<file path="config.mk">
export PLATFORM = sky130hd
export DESIGN_NAME = snow64_instr_fetch
export DESIGN_NICKNAME = d
export VERILOG_FILES = /design/src/rtl/snow64_instr_fetch.sv
export SDC_FILE = /design/constraint.sdc
export NUM_CORES = 1
export LEC_CHECK = 0
export ABC_AREA = 0
export CAP_MARGIN = 0
export CORE_ASPECT_RATIO = 1.5
export CORE_UTILIZATION = 50
export CTS_BUF_LIST = sky130_fd_sc_hd__clkbuf_8
export DETAILED_ROUTE_END_ITERATION = 12
export GPL_TIMING_DRIVEN = 0
export PLACE_DENSITY = 0.73
export SLEW_MARGIN = 20
export SYNTH_ARGS = -nofsm -noshare
export SYNTH_HDL_FRONTEND = slang
export SYNTH_SLANG_ARGS = --single-unit
</file>
<file path="constraint.sdc">
create_clock -name clk -period 12.61 [get_ports clk]
set_input_delay 2.522 -clock clk [delete_from_list [all_inputs] [get_ports clk]]
set_output_delay 2.522 -clock clk [all_outputs]
set_load 0.01 [all_outputs]
</file>
<file path="src/rtl/snow64_instr_fetch.sv">
// Snow64 instruction fetch: owns the PC, issues one icache read at a time,
// and buffers returned instructions (tagged with their PC) for decode.
module snow64_instr_fetch #(
  parameter int unsigned            WIDTH__ADDR  = 64,
  parameter int unsigned            WIDTH__INSTR = 32,
  parameter int unsigned            FIFO_DEPTH   = 4,
  parameter logic [WIDTH__ADDR-1:0] RESET_PC     = '0
) (
  input  logic                    clk,
  input  logic                    rst,
  output logic                    out_icache_req,
  output logic [WIDTH__ADDR-1:0]  out_icache_addr,
  input  logic                    in_icache_valid,
  input  logic [WIDTH__INSTR-1:0] in_icache_instr,
  input  logic                    in_redirect_valid,
  input  logic [WIDTH__ADDR-1:0]  in_redirect_addr,
  input  logic                    in_decode_ready,
  output logic                    out_decode_valid,
  output logic [WIDTH__INSTR-1:0] out_decode_instr,
  output logic [WIDTH__ADDR-1:0]  out_decode_pc
);

  localparam int unsigned PTR_W = (FIFO_DEPTH > 1) ? $clog2(FIFO_DEPTH) : 1;
  localparam int unsigned CNT_W = PTR_W + 1;
  localparam logic [CNT_W-1:0] DEPTH_C = CNT_W'(FIFO_DEPTH);

  typedef enum logic [1:0] {
    ST_ISSUE,
    ST_WAIT,
    ST_WAIT_DISCARD
  } state_e;

  state_e                  state_q, state_d;
  logic [WIDTH__ADDR-1:0]  pc_q, pc_d;
  logic                    req_q;
  logic [WIDTH__ADDR-1:0]  addr_q;

  logic [PTR_W-1:0]        wr_ptr_q, rd_ptr_q;
  logic [CNT_W-1:0]        count_q, count_d;
  logic [WIDTH__INSTR-1:0] instr_mem_q [FIFO_DEPTH];
  logic [WIDTH__ADDR-1:0]  pc_mem_q    [FIFO_DEPTH];

  logic issue, push, pop, fifo_empty;

  // Control decode, next PC and next FSM state
  always_comb begin
    fifo_empty = (count_q == '0);
    // Only ST_ISSUE can issue, so nothing is outstanding and the credit is the FIFO space.
    issue = (state_q == ST_ISSUE) && !in_redirect_valid && (count_q < DEPTH_C);
    push  = (state_q == ST_WAIT) && in_icache_valid && !in_redirect_valid;
    pop   = !fifo_empty && in_decode_ready;

    pc_d = pc_q;
    if (in_redirect_valid) begin
      pc_d = {in_redirect_addr[WIDTH__ADDR-1:2], 2'b00};
    end else if (push) begin
      pc_d = pc_q + WIDTH__ADDR'(4);
    end

    state_d = state_q;
    case (state_q)
      ST_ISSUE: begin
        if (issue) state_d = ST_WAIT;
      end
      ST_WAIT: begin
        if (in_icache_valid)        state_d = ST_ISSUE;
        else if (in_redirect_valid) state_d = ST_WAIT_DISCARD;
      end
      // A response arriving here is the one being discarded, even if a new
      // redirect lands in the same cycle; otherwise stay until it shows up.
      ST_WAIT_DISCARD: begin
        if (in_icache_valid) state_d = ST_ISSUE;
      end
      default: state_d = ST_ISSUE;
    endcase

    count_d = count_q;
    case ({push, pop})
      2'b10:   count_d = count_q + CNT_W'(1);
      2'b01:   count_d = count_q - CNT_W'(1);
      default: count_d = count_q;
    endcase
  end

  // FSM, PC and registered icache request outputs
  always_ff @(posedge clk) begin
    if (rst) begin
      // An outstanding request survives reset unless its response lands this very cycle.
      state_q <= ((state_q != ST_ISSUE) && !in_icache_valid) ? ST_WAIT_DISCARD : ST_ISSUE;
      pc_q    <= RESET_PC;
      req_q   <= 1'b0;
      addr_q  <= '0;
    end else begin
      state_q <= state_d;
      pc_q    <= pc_d;
      req_q   <= issue;
      if (issue) addr_q <= pc_q;
    end
  end

  // FIFO pointers and occupancy; redirect flush overrides push/pop
  always_ff @(posedge clk) begin
    if (rst || in_redirect_valid) begin
      wr_ptr_q <= '0;
      rd_ptr_q <= '0;
      count_q  <= '0;
    end else begin
      if (push) wr_ptr_q <= wr_ptr_q + PTR_W'(1);
      if (pop)  rd_ptr_q <= rd_ptr_q + PTR_W'(1);
      count_q <= count_d;
    end
  end

  // FIFO storage
  always_ff @(posedge clk) begin
    if (push) begin
      instr_mem_q[wr_ptr_q] <= in_icache_instr;
      pc_mem_q[wr_ptr_q]    <= pc_q;
    end
  end

  assign out_icache_req   = req_q;
  assign out_icache_addr  = addr_q;
  assign out_decode_valid = !fifo_empty;
  assign out_decode_instr = fifo_empty ? '0 : instr_mem_q[rd_ptr_q];
  assign out_decode_pc    = fifo_empty ? '0 : pc_mem_q[rd_ptr_q];

endmodule

</file>
### Word level (Yosys, flattened, before mapping)

Memories as Yosys holds them, arrays and structs flattened. A register that Yosys moved wholly into a read port is not among the register bits.
Index checks and enable logic that the tools add are counted.

* eq/ne operators: 7
* $add $sub $neg: 5
* multipliers: 0
* shifts and indexed selects: 0
* div/mod/pow operators: 0
* mux-type cells: 18
* reductions and logical operators: 17
* $lt $le $gt $ge: 1
* bitwise operators: 0

Operator list (number)
* 2-to-1 mux 64 bit: 3
* adder 64 x 3 -> 64 bit, second input constant: 1
* 2-to-1 mux 32 bit: 1
* 2-to-1 mux 2 bit: 10
* logical AND 1 bit: 6
* inequality test 3 bit, second input constant: 2
* one-hot mux 2 bit (3 select lines): 1
* one-hot mux 3 bit (2 select lines): 1
* nonzero test 2 bit: 3
* adder 2 x 1 -> 2 bit, second input constant: 2
* equality test 2 x 1 -> 1 bit, second input constant: 2
* equality test 2 bit, second input constant: 2
* inequality test 4 bit, second input constant: 1
* adder 3 x 1 -> 3 bit, second input constant: 1
* logical NOT 1 bit: 3
* logical NOT 3 bit: 1
* < comparator 3 bit, second input constant: 1
* AND reduction 3 bit: 1
* subtractor 3 x 1 -> 3 bit, second input constant: 1
* logical NOT 2 bit: 1
* 2-to-1 mux 1 bit: 2
* OR reduction 2 bit: 1
* logical OR 1 bit: 1

* RAM bits: 384
* memory bits (read-only): 0
* latch bits: 0
* memories kept: 2
* bits in registers: 138
* input bits: 101

Memory list
* pc_mem_q: depth 4, width 64, read ports 1, clocked after Yosys merged registers in 1, wr ports 1, RTL line 41 `logic [WIDTH__ADDR-1:0] pc_mem_q [FIFO_DEPTH];`
* instr_mem_q: depth 4, width 32, read ports 1, clocked after Yosys merged registers in 1, wr ports 1, RTL line 40 `logic [WIDTH__INSTR-1:0] instr_mem_q [FIFO_DEPTH];`

### Longest topological paths before layout

* depth after elaboration: 6
* mapped depth: 11
* mapped depth without buffers: 9

### Worst setup path before layout

Ideal clock, no wire load.

* path type: in2reg
* start: input in_redirect_valid
* end: memory instr_mem_q[0][0], enable pin
* cell stages on the path: 5
* setup slack: 6.657 ns
* data required time: 12.147 ns
* arrival: 5.489 ns
* path through: clkbuf_1 clkbuf_1 buf_1 nor2_1 and2_1

* cells in the longest elaborated chain, start to end: 4

RTL lines
* from (decl): RTL line 15 `input logic in_redirect_valid,`
* logical NOT 1 bit: RTL line 50 `push = (state_q == ST_WAIT) && in_icache_valid && !in_redirect_valid;`
* logical AND 1 bit: RTL line 50
* 2-to-1 mux 1 bit: RTL line 116 `if (push) begin`
* 2-to-1 mux 1 bit (not written as such): RTL line 117 `instr_mem_q[wr_ptr_q] <= in_icache_instr;`
* to (decl): RTL line 40

No other way between the ends.

==> results.sh <==
export IMPL_outcome="finished clean"
export IMPL_cts_root_buf="clkbuf_8"
export IMPL_numCtsBuffers=74
export IMPL_antenna_found_initial=3
export IMPL_drive_gt1_share_pct=13.06
export IMPL_clock_sinks=512
export IMPL_min_period_ps=6070
export IMPL_reg2reg_depth=6
export IMPL_rsz0062_at_grt="false"
export IMPL_crit_arrival_ps=3550
export IMPL_ys_seq_area_share_pct=68.26
export IMPL_cp_num_buf_inv=4
export IMPL_syn_inst=1403
export IMPL_maxSlewViolCount=0
export IMPL_grt_max_degree=39
export IMPL_async_flop_share_pct=0
export IMPL_drc_errors=0
export IMPL_tns_ps=0
export IMPL_drtAntennaViolNets=0
export IMPL_die_width_um=167.6
export IMPL_dpl_hpwl_um=35580
export IMPL_crit_reg2reg_capture="pc_q[51]"
export IMPL_r2r_setup_slack_ps=9800
export IMPL_n_fill_cell=3073
export IMPL_core_area_mm2=0.04043
export IMPL_maxCapViolCount=0
export IMPL_critical_path_top_delay_family="buffers and inverters"
export IMPL_cp_depth=6
export IMPL_grt_pass1_vias=13390
export IMPL_tightest_slew_ps=1059
export IMPL_ys_types=54
export IMPL_overflow=0
export IMPL_clkTransAtPathRegs_ps=60
export IMPL_gp_congestion=0.8653
export IMPL_crit_chain="clkbuf_1 -> clkbuf_1 -> buf_2 -> mux4_2 -> and2_1 -> clkdlybuf4s50_1"
export IMPL_p_leak_nw=8.304
export IMPL_synth_seq_cells=512
export IMPL_max_freq_ghz=0.1648
export IMPL_slew_headroom_pct=29.42
export IMPL_netlist_area_mm2=0.02056
export IMPL_clock_latency_ps=620
export IMPL_p_total_mw=3.627
export IMPL_crit_end="out_decode_pc[22]"
export IMPL_slowest_delay_ps=710
export IMPL_required_ps=10090
export IMPL_grt_pass1_wl_um=77760
export IMPL_start_kind="register"
export IMPL_min_period_over_period_pct=48.13
export IMPL_routed_via_count=13200
export IMPL_layout_nets=1855
export IMPL_end_kind="output port"
export IMPL_pin_count=263
export IMPL_crit_path_max_fanout=10
export IMPL_die_area_mm2=0.04195
export IMPL_ir_drop_mv=0.07745
export IMPL_cts_buffer_depth=3
export IMPL_cts_resized=0
export IMPL_finalSetupViolCount=0
export IMPL_dieHeight_um=250.3
export IMPL_powerDensity_mw_per_mm2=142.5
export IMPL_cts_tree="done"
export IMPL_synth_top_flop_cell="edfxtp_1"
export IMPL_critPathKind="register to output port"
export IMPL_ctsHoldBuffers=0
export IMPL_worst_path_max_delay_cell="clkbuf_1"
export IMPL_portBuffers=255
export IMPL_finClkSkew_ps=26.16
export IMPL_area_growth_pct=23.85
export IMPL_start_util_pct=50.85
export IMPL_drt_iter0_markers=1126
export IMPL_gr_usage_all_layers_pct=24.92
export IMPL_pre_cts_ws_ps=7107
export IMPL_yosysWarnings=0
export IMPL_worst_slack_ps=6540
export IMPL_via_per_inst=5.705
export IMPL_synth_edf_count=378
export IMPL_crit_top_cell="clkbuf_1"
export IMPL_hold_path_class="register to register"
export IMPL_rows=90
export IMPL_drt_total_wl_um=51380
export IMPL_dr_pass1_iters=5
export IMPL_synth_avg_cell_area_um2=14.65
export IMPL_cts_htree_levels=3
export IMPL_final_hold_violation_count=0
export IMPL_rr_startpoint="pc_q[10]"
export IMPL_postCtsSetupBuffers=0
export IMPL_wire_per_inst_um=22.20
worst min path at each step:
stage                         from             endpoint  slack, ps  depth (start not counted)
5_1_grt        out_icache_addr[54]  out_icache_addr[54]        480                          2
3_3_place_gp    out_icache_addr[3]   out_icache_addr[3]        450                          2
6_report       out_icache_addr[18]  out_icache_addr[18]        460                          2
4_1_cts         out_icache_addr[2]   out_icache_addr[2]        460                          2
2_1_floorplan             pc_q[21]      pc_mem_q[0][21]        460                          0
3_5_place_dp   out_icache_addr[38]  out_icache_addr[38]        450                          2
stage by stage:
stage	hold WS, ps	area, µm²	instances	utilization (%)
floorplan	458.3	20570	1406	-
global placement	447.4	23760	2167	58.76
detailed placement	447.2	23970	2177	59.30
CTS	461.2	25460	2313	62.98
global route	478.8	25460	2314	62.98
finish	456.3	25460	2314	62.98
per-layer routing:
| metal | share of wire [%] | global-route usage (%) | up-vias | wire length (µm) |
|---|---|---|---|---|
| li1 | - | - | 6007 | - |
| met1 | 38 | 30.27 | 6539 | 19520 |
| met2 | 51 | 42.67 | 532 | 26200 |
| met3 | 6.4 | 4.029 | 121 | 3273 |
| met4 | 4.6 | 13.26 | 2 | 2370 |
| met5 | 0.027 | 0 | - | 14 |
flip-flops by register name, summed over array words and instances, names as in the netlist, named ones only:
name and cells:
rd_ptr_q 2, out_icache_addr 62, wr_ptr_q 2, state_q 2, pc_q 62, pc_mem_q 248
out_icache_req 1, instr_mem_q 128, count_q 3
worst min-delay path, cell delays in order (launching register included):
cell	delay [ps]
dfxtp_1	310
nand2_1	50
a21oi_1	50
cell families (layout without fill, tap and decap cells):
| group | Yosys count | count (layout) | synth area share, % |
|---|---|---|---|
| muxes | 104 | 104 | 10.78 |
| and+or+nand+nor | 479 | 479 | 11.97 |
| buffers and inverters | 109 | 510 | 2.142 |
| xor gates and xnor gates | 38 | 38 | 1.619 |
| other | 1 | 5 | 0.01824 |
| DFF | 512 | 512 | 68.26 |
| adders and majority gates | 7 | 7 | 0.4625 |
| AOI/OAI and AO/OA | 153 | 153 | 4.741 |
layout make-up:
| class | instances | area (µm²) | area share (%) |
|---|---|---|---|
| multi-input cells | 785 | 6112 | 24.00 |
| diodes | 1 | 2.502 | 0.009828 |
| flip-flops and latches | 512 | 14030 | 55.12 |
| repair buffers | 265 | 2753 | 10.81 |
| inverters | 19 | 71.32 | 0.2801 |
| well taps | 506 | 633.1 | 2.486 |
| clock buffers | 85 | 1170 | 4.595 |
| clock inverters | 51 | 317.8 | 1.248 |
| plain buffers | 90 | 369.1 | 1.450 |
report_power, final:
group | switching [mW] | total, mW | leakage, nW | internal [mW]
sequential | 0.0576 | 1.94 | 4.55 | 1.88
combinational | 0.208 | 0.370 | 2.92 | 0.163
clock | 0.616 | 1.32 | 0.835 | 0.699
Yosys cell counts (3+ instances only):
cell      number  share of area (%)
a211oi_1      23               0.84
dfxtp_1      134                 13
edfxtp_1     378                 55
and2_1       105                3.2
nand4_1       37                1.1
a21oi_1       76                1.9
o31ai_1        8               0.29
xor2_1        29                1.2
nand2_1      162                3.0
nor3_1        13               0.32
nand3_1       26               0.63
and4_1         4               0.17
and3_1         5               0.15
a311oi_1      15               0.64
o21a_1         5               0.18
buf_2         12               0.29
ha_1           6               0.37
nor3b_1        3               0.11
buf_1         11               0.20
nor4_1        15               0.46
nand4_2        3               0.18
xnor2_1        9               0.38
nor2_1        72                1.3
a311o_1        3               0.15
buf_4          4               0.15
clkbuf_1      62                1.1
o21ai_0       11               0.27
or3_1         12               0.37
mux2i_1       10               0.49
inv_1         19               0.35
or4_1         11               0.40
mux4_2        94                 10
cell usage in the layout, fill, tap and decap left out, types with 12 or more instances in the layout:
cell and n:
edfxtp_1 378, clkdlybuf4s50_1 255, nand2_1 162, dfxtp_1 134
and2_1 101, mux4_2 94, clkbuf_8 85, a21oi_1 76
nor2_1 72, clkbuf_1 62, inv_1 40, nand4_1 37
xor2_1 29, nand3_1 26, a211oi_1 23, a311oi_1 15
clkinv_1 15, buf_2 14, nor4_1 14, nor3_1 13
or3_1 12
No activity file was read; power rests on OpenSTA's default activity.
